**src/rtl/ecc_point_index11.sv**
```systemverilog
// Reverse lookup of the p=11 curve point table (y^2 = x^3 + x + 2), (0,0) = infinity.
// Define ECC11_ONCURVE_CHECK_EN to add a two-cycle on-curve pre-check before the table scan.
module ecc_point_index11 #(
    parameter int EARLY_EXIT = 1
) (
    input  logic       clk,
    input  logic       rst_n,
    input  logic       in_valid,
    output logic       in_ready,
    input  logic [4:0] x,
    input  logic [4:0] y,
    output logic       out_valid,
    input  logic       out_ready,
    output logic [3:0] idx,
    output logic       found
);

    typedef enum logic [1:0] {
        IDLE,
        SCAN,
        DONE
`ifdef ECC11_ONCURVE_CHECK_EN
        , CHECK
`endif
    } state_t;

    localparam bit EARLY = (EARLY_EXIT != 0);

    state_t     state;
    logic [4:0] xr;
    logic [4:0] yr;
    logic [3:0] cnt;
    logic       hit;
    logic [3:0] hit_idx;
    logic [4:0] tab_x;
    logic [4:0] tab_y;
    logic       match;
    logic       in_range;
    logic       scan_exit;

    always_comb begin
        tab_x = 5'd0;
        tab_y = 5'd0;
        case (cnt)
            4'd0:  begin tab_x = 5'd0;  tab_y = 5'd0;  end
            4'd1:  begin tab_x = 5'd5;  tab_y = 5'd0;  end
            4'd2:  begin tab_x = 5'd7;  tab_y = 5'd0;  end
            4'd3:  begin tab_x = 5'd10; tab_y = 5'd0;  end
            4'd4:  begin tab_x = 5'd2;  tab_y = 5'd1;  end
            4'd5:  begin tab_x = 5'd1;  tab_y = 5'd2;  end
            4'd6:  begin tab_x = 5'd4;  tab_y = 5'd2;  end
            4'd7:  begin tab_x = 5'd6;  tab_y = 5'd2;  end
            4'd8:  begin tab_x = 5'd8;  tab_y = 5'd4;  end
            4'd9:  begin tab_x = 5'd9;  tab_y = 5'd5;  end
            4'd10: begin tab_x = 5'd9;  tab_y = 5'd6;  end
            4'd11: begin tab_x = 5'd8;  tab_y = 5'd7;  end
            4'd12: begin tab_x = 5'd1;  tab_y = 5'd9;  end
            4'd13: begin tab_x = 5'd4;  tab_y = 5'd9;  end
            4'd14: begin tab_x = 5'd6;  tab_y = 5'd9;  end
            default: begin tab_x = 5'd2; tab_y = 5'd10; end
        endcase
    end

    assign match     = (tab_x == xr) && (tab_y == yr);
    assign in_range  = (x <= 5'd10) && (y <= 5'd10);
    // With EARLY_EXIT=0 the scan always runs to entry 15; hit/hit_idx keep the first match.
    assign scan_exit = (EARLY && match) || (cnt == 4'd15);

`ifdef ECC11_ONCURVE_CHECK_EN
    logic       phase;
    logic [6:0] xsq;
    logic [6:0] ysq;
    logic [6:0] xsq_next;
    logic [6:0] ysq_next;
    logic [6:0] rhs;

    always_comb begin
        xsq_next = ({2'b00, xr} * {2'b00, xr}) % 7'd11;
        ysq_next = ({2'b00, yr} * {2'b00, yr}) % 7'd11;
        rhs      = (xsq * {2'b00, xr} + {2'b00, xr} + 7'd2) % 7'd11;
    end
`endif

    always_ff @(posedge clk or negedge rst_n) begin
        if (!rst_n) begin
            state     <= IDLE;
            xr        <= 5'd0;
            yr        <= 5'd0;
            cnt       <= 4'd0;
            hit       <= 1'b0;
            hit_idx   <= 4'd0;
            in_ready  <= 1'b1;
            out_valid <= 1'b0;
            idx       <= 4'd0;
            found     <= 1'b0;
`ifdef ECC11_ONCURVE_CHECK_EN
            phase     <= 1'b0;
            xsq       <= 7'd0;
            ysq       <= 7'd0;
`endif
        end else begin
            case (state)
                IDLE: begin
                    if (in_valid && in_ready) begin
                        xr       <= x;
                        yr       <= y;
                        cnt      <= 4'd0;
                        hit      <= 1'b0;
                        hit_idx  <= 4'd0;
                        in_ready <= 1'b0;
                        if (!in_range) begin
                            state     <= DONE;
                            out_valid <= 1'b1;
                            idx       <= 4'd0;
                            found     <= 1'b0;
                        end
`ifdef ECC11_ONCURVE_CHECK_EN
                        else if ((x != 5'd0) || (y != 5'd0)) begin
                            state <= CHECK;
                            phase <= 1'b0;
                        end
`endif
                        else begin
                            state <= SCAN;
                        end
                    end
                end
`ifdef ECC11_ONCURVE_CHECK_EN
                CHECK: begin
                    if (!phase) begin
                        xsq   <= xsq_next;
                        ysq   <= ysq_next;
                        phase <= 1'b1;
                    end else if (rhs == ysq) begin
                        state <= SCAN;
                    end else begin
                        state     <= DONE;
                        out_valid <= 1'b1;
                        idx       <= 4'd0;
                        found     <= 1'b0;
                    end
                end
`endif
                SCAN: begin
                    if (match && !hit) begin
                        hit     <= 1'b1;
                        hit_idx <= cnt;
                    end
                    if (scan_exit) begin
                        state     <= DONE;
                        out_valid <= 1'b1;
                        found     <= hit || match;
                        idx       <= hit ? hit_idx : (match ? cnt : 4'd0);
                    end else begin
                        cnt <= cnt + 4'd1;
                    end
                end
                DONE: begin
                    if (out_ready) begin
                        state     <= IDLE;
                        out_valid <= 1'b0;
                        in_ready  <= 1'b1;
                    end
                end
                default: begin
                    state <= IDLE;
                end
            endcase
        end
    end

endmodule

```
**config.mk**
```make
export PLATFORM = sky130hd
export DESIGN_NAME = ecc_point_index11
export DESIGN_NICKNAME = d
export VERILOG_FILES = /design/src/rtl/ecc_point_index11.sv
export SDC_FILE = /design/constraint.sdc
export NUM_CORES = 1
export LEC_CHECK = 0
export BUFFER_PORTS_ARGS = -buffer_cell sky130_fd_sc_hd__clkbuf_2
export CAP_MARGIN = 40
export CORE_UTILIZATION = 62
export CTS_BUF_LIST = sky130_fd_sc_hd__clkbuf_16
export CTS_CLUSTER_DIAMETER = 100
export DETAILED_ROUTE_END_ITERATION = 10
export PLACE_DENSITY = 0.92
export RECOVER_POWER = 25
export SYNTH_ARGS = -nofsm -noshare
export SYNTH_HDL_FRONTEND = slang
export SYNTH_SLANG_ARGS = --single-unit
```
**constraint.sdc**
```tcl
create_clock -name clk -period 6.1 [get_ports clk]
set_input_delay 1.22 -clock clk [delete_from_list [all_inputs] [get_ports clk]]
set_output_delay 1.22 -clock clk [all_outputs]
set_load 0.1 [all_outputs]
```
==> impl_metrics.env, run 1 <==
export IMPL_final_max_tran_viols=0
export IMPL_placed_wire_length_estimate_after_detailed_placement_um=2600
export IMPL_drc=0
export IMPL_place_inst=215
export IMPL_postRouteAntennaNets=0
export IMPL_avgRoutedWirePerCell_um=16.0
export IMPL_timing_max_cap_violations=0
export IMPL_dr_first_iter_drc_count=29
export IMPL_core_area_sq_um=2590
export IMPL_logic_depth_of_the_worst_register_to_register_path=8
export IMPL_setup_worst_path_end="idx[0]"
export IMPL_totalPowerFinal_mw=0.827
export IMPL_dp_worst_setup_slack_ns=3.10
export IMPL_die_area_sq_um=3060
export IMPL_number_of_h_tree_levels=1
export IMPL_numPortBuffers=20
export IMPL_globalRouteOverflowTotal=0
export IMPL_initial_core_util_pct=68.1
export IMPL_synth_async_reset_ratio_pct=100
export IMPL_rows=18
export IMPL_netlist_top_cells_area="dfrtp_1, mux2_2, ha_1"
export IMPL_post_drt_via_cell_ratio=6.34
export IMPL_cts_inserted_buffers=3
export IMPL_tns_ns=0
export IMPL_die_width_um=55.3
export IMPL_synth_seq_area_share_pct=39.8
export IMPL_timing_critical_path_from="cnt[2]"
export IMPL_ir_drop_mv=0.379
export IMPL_worstReg2RegEnd="idx[0]"
export IMPL_final_period_utilization_pct=49.7
export IMPL_synthFlopType="dfrtp_1"
export IMPL_track_usage_pct=25.6
export IMPL_nFillCells=180
export IMPL_grt_first_pass_wirelength_um=6310
export IMPL_number_of_antenna_violations_at_the_first_check_in_global_routing=0
export IMPL_final_setup_worst_slack_ns=3.07
export IMPL_synth_top_area_share_pct=38.3
export IMPL_tightest_slew_ns=1.47
export IMPL_cts_tree="done"
export IMPL_final_cell_count_no_fill=219
export IMPL_sequential_cell_area_sq_um=702
export IMPL_detailroute_via_count=1388
export IMPL_setup_violations=0
export IMPL_drt_pass1_iter_count=4
export IMPL_required_ns=6.25
export IMPL_yosys_register_bits=28
export IMPL_cts_path_max_buffers=2
export IMPL_layout_min_cycle_time_ns=3.03
export IMPL_cts_resized_gates=0
export IMPL_fin_worst_hold_slack_ns=0.506
export IMPL_synthDominantAreaCellType="dfrtp_1"
export IMPL_cts_hold_fix_buffers=0
export IMPL_cts_root_buf="clkbuf_16"
export IMPL_critical_path_fanouts_max=19
export IMPL_grt_max_degree=29
export IMPL_fp_dieH_um=55.3
export IMPL_post_route_cells_drive_above_1_share_pct=19.0
export IMPL_number_of_unique_standard_cell_types_used_by_synthesis=44
export IMPL_area_growth_from_synthesis_to_layout_pct=8.65
export IMPL_cts_reportedPaths_clkPinSlew_ns=0.07
export IMPL_rr_startpoint="cnt[2]"
export IMPL_first_global_vias=1391
export IMPL_clock_sink_count=28
export IMPL_totalWireLength_um=3500
export IMPL_synthesis_nets=197
export IMPL_antenna_cells=0
export IMPL_critPathArrivalTime_ns=3.18
export IMPL_hold_path_class="flip-flop to flip-flop"
export IMPL_synth_edff_count=0
export IMPL_worst_r2r_setup_slack_ns=3.07
export IMPL_max_slew_margin_pct=1.92
export IMPL_crit_type="flip-flop to flip-flop"
export IMPL_multi_input_comb_area_sq_um=978
export IMPL_crit_path_start_kind="flip-flop"
export IMPL_globalplace_congestion=0.923
export IMPL_grt_setup_unrepaired="no"
export IMPL_synthesis_yosys_warnings=0
export IMPL_syn_mean_instance_area_sq_um=9.97
export IMPL_design_portCount=21
export IMPL_fin_worst_skew_ns=0.00267
export IMPL_clock_fmax_mhz=330
export IMPL_power_density_cell_area_nw_per_um2=432
export IMPL_power_leakage_nw=0.848
export IMPL_postSynthCellCount=177
export IMPL_synth_cell_area_sq_um=1760
export IMPL_nets=210
export IMPL_clkLatencyLatePin_ns=0.26
export IMPL_list_of_most_frequent_post_synthesis_cells="dfrtp_1, nand2_1, o21ai_0"
export IMPL_final_hold_viol_count=0
export IMPL_cp_end_kind="flip-flop"
export IMPL_run_status="complete, no violations"
export IMPL_synth_most_common_cell="dfrtp_1"
export IMPL_cts_setup_buffers=0
==> worst max-delay path: stages (launching register included) <==
cell	delay, ns
dfrtp_1	0.65
inv_1	0.17
ha_1	0.25
xor2_1	0.16
or3_4	0.34
a221oi_4	0.31
o2111ai_4	0.30
a211o_1	0.47
a22o_1	0.27
==> cell families (layout without fill, tap and decap cells) <==
| logic type | Yosys count | in the layout | synth area share [%] |
|---|---|---|---|
| buf+inv | 17 | 29 | 4.75 |
| simple gates | 59 | 59 | 18.7 |
| flops | 28 | 28 | 39.8 |
| fa+ha+maj | 6 | 6 | 4.26 |
| compound gates | 45 | 45 | 19.6 |
| xor+xnor | 5 | 5 | 2.48 |
| mux | 17 | 17 | 10.5 |
==> routing by layer <==
metal	wire length, um	global-route usage (%)
met2	1720	41.0
met4	30	7.50
met3	221	7.03
met1	1520	34.0
met5	0	0
==> worst min path at each step <==
stage                    start    endpoint  slack [ns]  depth (start not counted)
floorplan           hit_idx[2]  hit_idx[2]        0.47                          2
global placement      in_ready    in_ready        0.48                          2
detailed placement    in_ready    in_ready        0.49                          2
CTS                   in_ready    in_ready        0.51                          2
global route             xr[4]       xr[4]        0.53                          1
finish                in_ready    in_ready        0.51                          2
==> report_power, final <==
group          switching, mW  internal, mW  leakage (nW)
clock                 0.0612        0.0879        0.0385
combinational          0.196         0.142         0.447
sequential            0.0898         0.250         0.362
total                  0.347         0.480         0.848
==> through the flow <==
stage | util, % | area (sq um)
5_1_grt | 74.0 | 1920
6_report | 74.0 | 1920
4_1_cts | 74.1 | 1920
2_1_floorplan | - | 1760
3_5_place_dp | 71.1 | 1840
3_3_place_gp | 71.1 | 1840
==> final cells by class <==
cell class	instances	area share, %
Clock buffer	3	3.92
Clock inverter	1	0.196
Inverter	4	0.783
Multi-Input combinational cell	132	51.0
Sequential cell	28	36.6
Tap cell	30	1.96
Timing Repair Buffer	21	5.48
==> flip-flops by register name, summed over array words and instances (netlist names) <==
| register | flops |
|---|---|
| state | 2 |
| out_valid | 1 |
| in_ready | 1 |
| hit_idx | 4 |
| yr | 5 |
| hit | 1 |
| idx | 4 |
| cnt | 4 |
| found | 1 |
| xr | 5 |
==> cells in the final DEF, fill, tap and decap left out, types with 2 or more instances in the layout <==
master	Yosys	final
a21oi_1	4	4
o21ai_1	2	2
a31oi_1	3	3
o211ai_1	4	4
mux2i_1	5	5
clkbuf_2	0	18
dfrtp_1	27	27
o21ai_0	11	11
nand3b_1	2	2
mux2_2	10	10
nor3_1	2	2
nand2_1	18	18
nand2b_1	9	9
clkbuf_16	0	3
o31ai_1	4	4
nand3_1	5	5
and2b_1	2	2
nor2b_1	2	2
nor4bb_1	2	2
or4_1	5	5
a22o_1	6	6
a21o_1	3	3
ha_1	6	6
nor2_1	6	6
clkbuf_1	7	2
mux2_1	2	2
xnor2_1	4	4
inv_1	4	4
Note: power is estimated with default switching activity, not from simulation.
==> run 2: changes to the inputs <==
--- a/config.mk
+++ b/config.mk
@@ -5,13 +5,14 @@
 export SDC_FILE = /design/constraint.sdc
 export NUM_CORES = 1
 export LEC_CHECK = 0
+export ABC_AREA = 1
 export BUFFER_PORTS_ARGS = -buffer_cell sky130_fd_sc_hd__clkbuf_2
 export CAP_MARGIN = 40
-export CORE_UTILIZATION = 62
+export CORE_UTILIZATION = 58
 export CTS_BUF_LIST = sky130_fd_sc_hd__clkbuf_16
 export CTS_CLUSTER_DIAMETER = 100
 export DETAILED_ROUTE_END_ITERATION = 10
-export PLACE_DENSITY = 0.92
+export PLACE_DENSITY = 0.87
 export RECOVER_POWER = 25
 export SYNTH_ARGS = -nofsm -noshare
 export SYNTH_HDL_FRONTEND = slang
==> constraint.sdc (replaced) <==
create_clock -name clk -period 2.92 [get_ports clk]
set_input_delay 0.584 -clock clk [delete_from_list [all_inputs] [get_ports clk]]
set_output_delay 0.584 -clock clk [all_outputs]
set_load 0.1 [all_outputs]
==> run 2 against run 1 <==
Against the previous run: the run now ends with max-capacitance violations, max-slew violations left; worst hold slack worse by 0.030 ns; clock power grew to 2.8 times the previous value; clock skew grew 0.0027 ns; cell count increased by 45%; non-clock buffer count down 1.
==> impl_metrics.env, run 2 <==
export IMPL_fin_worst_skew_ns=0.00541
export IMPL_multi_input_comb_area_sq_um=1060
export IMPL_hold_path_class="flip-flop to flip-flop"
export IMPL_nets=295
export IMPL_simple_gate_share_of_the_synthesized_area_pct=42.3
export IMPL_first_global_vias=1617
export IMPL_grt_first_pass_wirelength_um=7630
export IMPL_cts_resized_gates=0
export IMPL_track_usage_pct=29.7
export IMPL_met3_usage_pct=6.93
export IMPL_dp_worst_setup_slack_ns=0.530
export IMPL_globalRouteOverflowTotal=0
export IMPL_grt_max_degree=29
export IMPL_setup_violations=0
export IMPL_sequential_cell_area_sq_um=702
export IMPL_clock_sink_count=28
export IMPL_numPortBuffers=20
export IMPL_synth_xor_xnor_area_share_pct=0.453
export IMPL_dr_first_iter_drc_count=58
export IMPL_globalRoute_busiestLayer="met2"
export IMPL_fp_dieH_um=59.7
export IMPL_critical_path_fanouts_max=18
export IMPL_die_area_sq_um=3570
export IMPL_cp_end_kind="flip-flop"
export IMPL_list_of_most_frequent_post_synthesis_cells="nand2_1, nand3_1, inv_1"
export IMPL_timing_max_cap_violations=1
export IMPL_number_of_h_tree_levels=1
export IMPL_synthFlopType="dfrtp_1"
export IMPL_post_synth_fa_ha_maj_area_fraction_pct=3.88
export IMPL_clock_fmax_mhz=407
export IMPL_cts_path_max_buffers=2
export IMPL_antenna_cells=0
export IMPL_post_drt_via_cell_ratio=5.50
export IMPL_cts_root_buf="clkbuf_16"
export IMPL_area_growth_from_synthesis_to_layout_pct=10.6
export IMPL_tns_ns=0
export IMPL_rows=20
export IMPL_synthDominantAreaCellType="dfrtp_1"
export IMPL_final_cell_mix="nand2_1, nand3_1, inv_1"
export IMPL_most_prevalent_standard_cell_on_the_critical_path="nand2_4"
export IMPL_postRouteAntennaNets=0
export IMPL_critPathArrivalTime_ns=2.61
export IMPL_number_of_unique_standard_cell_types_used_by_synthesis=32
export IMPL_synth_edff_count=0
export IMPL_layout_min_cycle_time_ns=2.46
export IMPL_nFillCells=276
export IMPL_synthesis_nets=277
export IMPL_final_hold_viol_count=0
export IMPL_totalPowerFinal_mw=1.77
export IMPL_crit_path_start_kind="flip-flop"
export IMPL_worstPathCellList="inv_2, ha_1, inv_1, nand2_4, nand3_1, inv_1, nor2_1, nand2_1, nor2_4, nand3_4, nand2_4, nand2_4, nand2_1, o21ai_2"
export IMPL_syn_mean_instance_area_sq_um=7.52
export IMPL_cts_inserted_buffers=3
export IMPL_number_of_antenna_violations_at_the_first_check_in_global_routing=0
export IMPL_fin_worst_hold_slack_ns=0.477
export IMPL_synth_async_reset_ratio_pct=100
export IMPL_crit_type="flip-flop to flip-flop"
export IMPL_drt_pass1_iter_count=4
export IMPL_crit_path_max_incr_delay_ns=0.77
export IMPL_grt_util_met1_pct=36.0
export IMPL_detailroute_via_count=1749
export IMPL_layout_top_registers="xr x5, yr x5"
export IMPL_grt_setup_unrepaired="no"
export IMPL_initial_core_util_pct=62.3
export IMPL_placed_wire_length_estimate_after_detailed_placement_um=3130
export IMPL_synth_top_family_by_area="simple AND/OR/NAND/NOR gates"
export IMPL_final_period_utilization_pct=84.1
export IMPL_required_ns=3.07
export IMPL_design_portCount=21
export IMPL_totalWireLength_um=4540
export IMPL_worst_path_max_delay_cell="dfrtp_1"
export IMPL_synth_seq_area_share_pct=36.3
export IMPL_multiplexer_share_of_the_synthesized_area_pct=1.17
export IMPL_yosys_register_bits=28
export IMPL_synth_most_common_cell="nand2_1"
export IMPL_final_max_tran_viols=29
export IMPL_ir_drop_mv=0.727
export IMPL_postSynthCellCount=257
export IMPL_synth_top_area_share_pct=35.0
export IMPL_drc=0
export IMPL_netlist_top_cells_area="dfrtp_1, nand2_1, nand3_1"
export IMPL_die_width_um=59.7
export IMPL_post_route_cells_drive_above_1_share_pct=20.8
export IMPL_power_leakage_nw=1.13
export IMPL_max_slew_margin_pct=-1.19
export IMPL_clkLatencyLatePin_ns=0.27
export IMPL_final_setup_worst_slack_ns=0.463
export IMPL_tightest_slew_ns=1.52
export IMPL_run_status="complete, but fails checks"
export IMPL_cts_reportedPaths_clkPinSlew_ns=0.07
export IMPL_mostFrequentLayoutCell="nand2_1"
export IMPL_violations="max-capacitance violations, max-slew violations"
export IMPL_cts_tree="done"
export IMPL_power_density_cell_area_nw_per_um2=828
export IMPL_avgRoutedWirePerCell_um=14.3
export IMPL_compound_gate_fraction_of_synth_area_pct=6.93
export IMPL_grt_met2_usage_pct=48.9
export IMPL_globalplace_congestion=0.901
export IMPL_cts_hold_fix_buffers=0
export IMPL_synthesis_yosys_warnings=0
export IMPL_core_area_sq_um=3100
export IMPL_cts_setup_buffers=0
export IMPL_synth_cell_area_sq_um=1930
[run 2: layer usage]
layer,part of all wire [%],routed length [um]
met5,0,0
met4,3.8,174
met3,4.5,202
met2,50,2260
met1,42,1900
[run 2: cells by family after synthesis]
kind of cell | after synthesis
DFF | 28
and+or+nand+nor | 160
xor gates and xnor gates | 1
AOI/OAI and AO/OA | 21
adders and majority gates | 6
muxes | 2
buffers and inverters | 39
[run 2: worst paths after layout]
| kind | cells after the start | slack (ns) | start | to |
|---|---|---|---|---|
| max | 14 | 0.46 | cnt[2] | cnt[2] |
| min | 2 | 0.48 | out_valid | out_valid |
| max reg2reg | 14 | 0.46 | cnt[2] | cnt[2] |
| min reg2reg | 2 | 0.48 | out_valid | out_valid |
| max in group asynchronous | 1 | 1.36 | rst_n | cnt[0] |
| min in group asynchronous | 1 | 0.67 | rst_n | xr[3] |
[run 2: worst max-delay path: cells and delay by family, from the launching register on]
kind | cells | cell delay (ns)
AND/OR/NAND/NOR | 9 | 0.88
buffers and inverters | 3 | 0.37
adder cells (fa/ha/maj) | 1 | 0.27
flip-flops | 1 | 0.77
AO/OA/AOI/OAI | 1 | 0.05
[run 2: where the power goes]
part	total (mW)	internal, mW	switching, mW
registers	0.587	0.493	0.0940
clock network	0.413	0.273	0.139
logic	0.770	0.227	0.544
total	1.77	0.993	0.777
[run 2: per-stage QoR]
| stage | cells | utilization (%) | cell area [sq um] |
|---|---|---|---|
| after floorplan | 257 | - | 1930 |
| after global placement | 314 | 65.6 | 2030 |
| after detailed placement | 314 | 65.6 | 2030 |
| after CTS | 318 | 69.0 | 2140 |
| after global routing | 318 | 68.9 | 2140 |
| final | 318 | 68.9 | 2140 |
[run 2: final cells by class]
cell class | instances | area share (%)
multi-input combinational | 190 | 49.4
sequential | 28 | 32.8
inverter | 32 | 5.62
timing repair buffer | 20 | 4.62
clock buffer | 3 | 3.51
tap | 44 | 2.57
clock inverter | 1 | 1.40
==> run 3: changes to the inputs <==
--- a/config.mk
+++ b/config.mk
@@ -5,14 +5,14 @@
 export SDC_FILE = /design/constraint.sdc
 export NUM_CORES = 1
 export LEC_CHECK = 0
-export ABC_AREA = 1
+export ABC_AREA = 0
 export BUFFER_PORTS_ARGS = -buffer_cell sky130_fd_sc_hd__clkbuf_2
 export CAP_MARGIN = 40
-export CORE_UTILIZATION = 58
+export CORE_UTILIZATION = 52
 export CTS_BUF_LIST = sky130_fd_sc_hd__clkbuf_16
 export CTS_CLUSTER_DIAMETER = 100
 export DETAILED_ROUTE_END_ITERATION = 10
-export PLACE_DENSITY = 0.87
+export PLACE_DENSITY = 0.83
 export RECOVER_POWER = 25
 export SYNTH_ARGS = -nofsm -noshare
 export SYNTH_HDL_FRONTEND = slang
==> constraint.sdc (replaced) <==
create_clock -name clk -period 2.1 [get_ports clk]
set_input_delay 0.42 -clock clk [delete_from_list [all_inputs] [get_ports clk]]
set_output_delay 0.42 -clock clk [all_outputs]
set_load 0.1 [all_outputs]
==> run 3 against run 2 <==
Against the previous run: the flow finishes with violations (max-capacitance violations, max-slew violations, negative setup slack); highest routed layer unchanged; maximum frequency decreased by 1.8%; largest cell class unchanged; clock-buffer cell count did not move; largest power group unchanged; via count is 12% lower; setup slack lost 0.86 ns; critical path depth is 6 lower; sequential share of layout area shrank 1.7 points.
==> impl_metrics.env, run 3 (synthesized netlist as in run 1, its figures left out) <==
export IMPL_design_portCount=21
export IMPL_tightest_slew_ns=1.53
export IMPL_number_of_antenna_violations_at_the_first_check_in_global_routing=0
export IMPL_final_design_area_no_fill_sq_um=2260
export IMPL_initial_core_util_pct=56.4
export IMPL_p_sw_share_pct=41.3
export IMPL_critical_path_fanouts_max=6
export IMPL_crit_path_start_kind="flip-flop"
export IMPL_layout_min_cycle_time_ns=2.50
export IMPL_timing_max_cap_violations=1
export IMPL_numPortBuffers=20
export IMPL_postRouteAntennaNets=0
export IMPL_avgRoutedWirePerCell_um=16.7
export IMPL_final_max_tran_viols=29
export IMPL_clock_sink_count=28
export IMPL_area_growth_from_synthesis_to_layout_pct=28.2
export IMPL_switchingPower_mw=1.12
export IMPL_final_hold_viol_count=0
export IMPL_dr_first_iter_drc_count=98
export IMPL_seq_power_share_pct=34.2
export IMPL_grt_first_pass_wirelength_um=7470
export IMPL_clkPwrFrac_pct=16.1
export IMPL_crit_type="flip-flop to flip-flop"
export IMPL_placedInstanceArea_sq_um=2120
export IMPL_max_slew_margin_pct=-1.76
export IMPL_run_status="complete, but fails checks"
export IMPL_clock_fmax_mhz=400
export IMPL_antenna_cells=0
export IMPL_final_setup_worst_slack_ns=-0.401
export IMPL_cts_root_buf="clkbuf_16"
export IMPL_drc=0
export IMPL_utilization_pct=72.3
export IMPL_totalWireLength_um=4400
export IMPL_fp_dieH_um=60.2
export IMPL_hold_path_class="input port to flip-flop"
export IMPL_post_drt_via_cell_ratio=5.84
export IMPL_track_usage_pct=28.3
export IMPL_cts_hold_fix_buffers=0
export IMPL_critPathArrivalTime_ns=2.65
export IMPL_mostFrequentLayoutCell="buf_4"
export IMPL_globalRouteOverflowTotal=0
export IMPL_p_comb_share_pct=49.7
export IMPL_cp_end_kind="flip-flop"
export IMPL_first_global_vias=1584
export IMPL_core_area_sq_um=3130
export IMPL_final_cell_mix="buf_4, dfrtp_1, clkbuf_2"
export IMPL_power_density_cell_area_nw_per_um2=1200
export IMPL_layout_top_registers="xr x5, yr x5"
export IMPL_final_period_utilization_pct=119
export IMPL_grt_max_degree=29
export IMPL_die_width_um=60.2
export IMPL_grt_setup_unrepaired="yes"
export IMPL_cts_inserted_buffers=3
export IMPL_globalplace_congestion=0.912
export IMPL_clkLatencyLatePin_ns=0.26
export IMPL_drt_pass1_iter_count=4
export IMPL_setup_violations=17
export IMPL_totalPowerFinal_mw=2.71
export IMPL_post_route_cells_drive_above_1_share_pct=38.4
export IMPL_cts_reportedPaths_clkPinSlew_ns=0.07
export IMPL_tns_ns=-6.00
export IMPL_p_int_mw=1.59
export IMPL_required_ns=2.25
export IMPL_nFillCells=215
export IMPL_number_of_h_tree_levels=1
export IMPL_die_area_sq_um=3630
export IMPL_rows=20
export IMPL_fin_worst_skew_ns=0.00613
export IMPL_ir_drop_mv=1.04
export IMPL_nets=240
export IMPL_power_leakage_nw=1.03
export IMPL_cts_path_max_buffers=2
export IMPL_placed_wire_length_estimate_after_detailed_placement_um=3150
export IMPL_detailroute_via_count=1535
export IMPL_cts_tree="done"
export IMPL_violations="max-capacitance violations, max-slew violations, negative setup slack"
run 3: worst paths after layout:
path,to,startpoint,depth (start not counted),slack (ns)
max,idx[3],cnt[0],8,-0.40
min,state[1],out_ready,2,0.38
max reg2reg,idx[3],cnt[0],8,-0.40
min reg2reg,idx[3],idx[3],1,0.50
max in group asynchronous,cnt[0],rst_n,1,0.59
min in group asynchronous,xr[4],rst_n,1,0.52
run 3: power groups by stage:
stage / clock network, mW / logic [mW] / registers (mW)
after floorplan: 0 / 0.759 / 1.04
after global placement: 0 / 1.22 / 0.902
after detailed placement: 0 / 1.28 / 0.926
after CTS: 0.441 / 1.32 / 0.916
after global routing: 0.457 / 1.44 / 0.952
final: 0.435 / 1.35 / 0.925
run 3: stage by stage:
step / setup slack, ns / hold WS, ns / std cells
final: -0.401 / 0.375 / 263
after global routing: -0.492 / 0.394 / 263
after global placement: -0.319 / 0.478 / 257
after detailed placement: -0.397 / 0.493 / 257
after floorplan: -0.337 / 0.124 / 177
after CTS: -0.401 / 0.213 / 262
run 3: critical path, cell delays in order (launching register included):
cell	delay [ns]
dfrtp_2	0.45
ha_4	0.18
ha_4	0.15
xor2_1	0.15
or3_4	0.34
a221oi_4	0.30
o2111ai_4	0.18
a211o_4	0.39
a22o_1	0.23
run 3: routing by layer:
layer	vias up	share of wire (%)	global-route usage (%)
met5	-	0	0
met4	0	1.7	11.3
met3	9	2.8	2.81
met2	40	52	47.9
met1	754	44	36.9
li1	732	-	-
run 3: timing repair:
item	in CTS	in global routing
gates cloned	0	1
pin swaps	1	0
endpoints found under the setup margin	17	17
setup buffers	1	0
gates resized for setup	6	8
run 3: layout make-up:
cell class / count / area (sq um) / share of cell area, %
inverter: 4 / 17.5 / 0.774
tap: 44 / 55.1 / 2.43
clock inverter: 1 / 3.75 / 0.166
clock buffer: 3 / 75.1 / 3.32
timing repair buffer: 51 / 353 / 15.6
sequential: 28 / 704 / 31.1
multi-input combinational: 132 / 1050 / 46.6
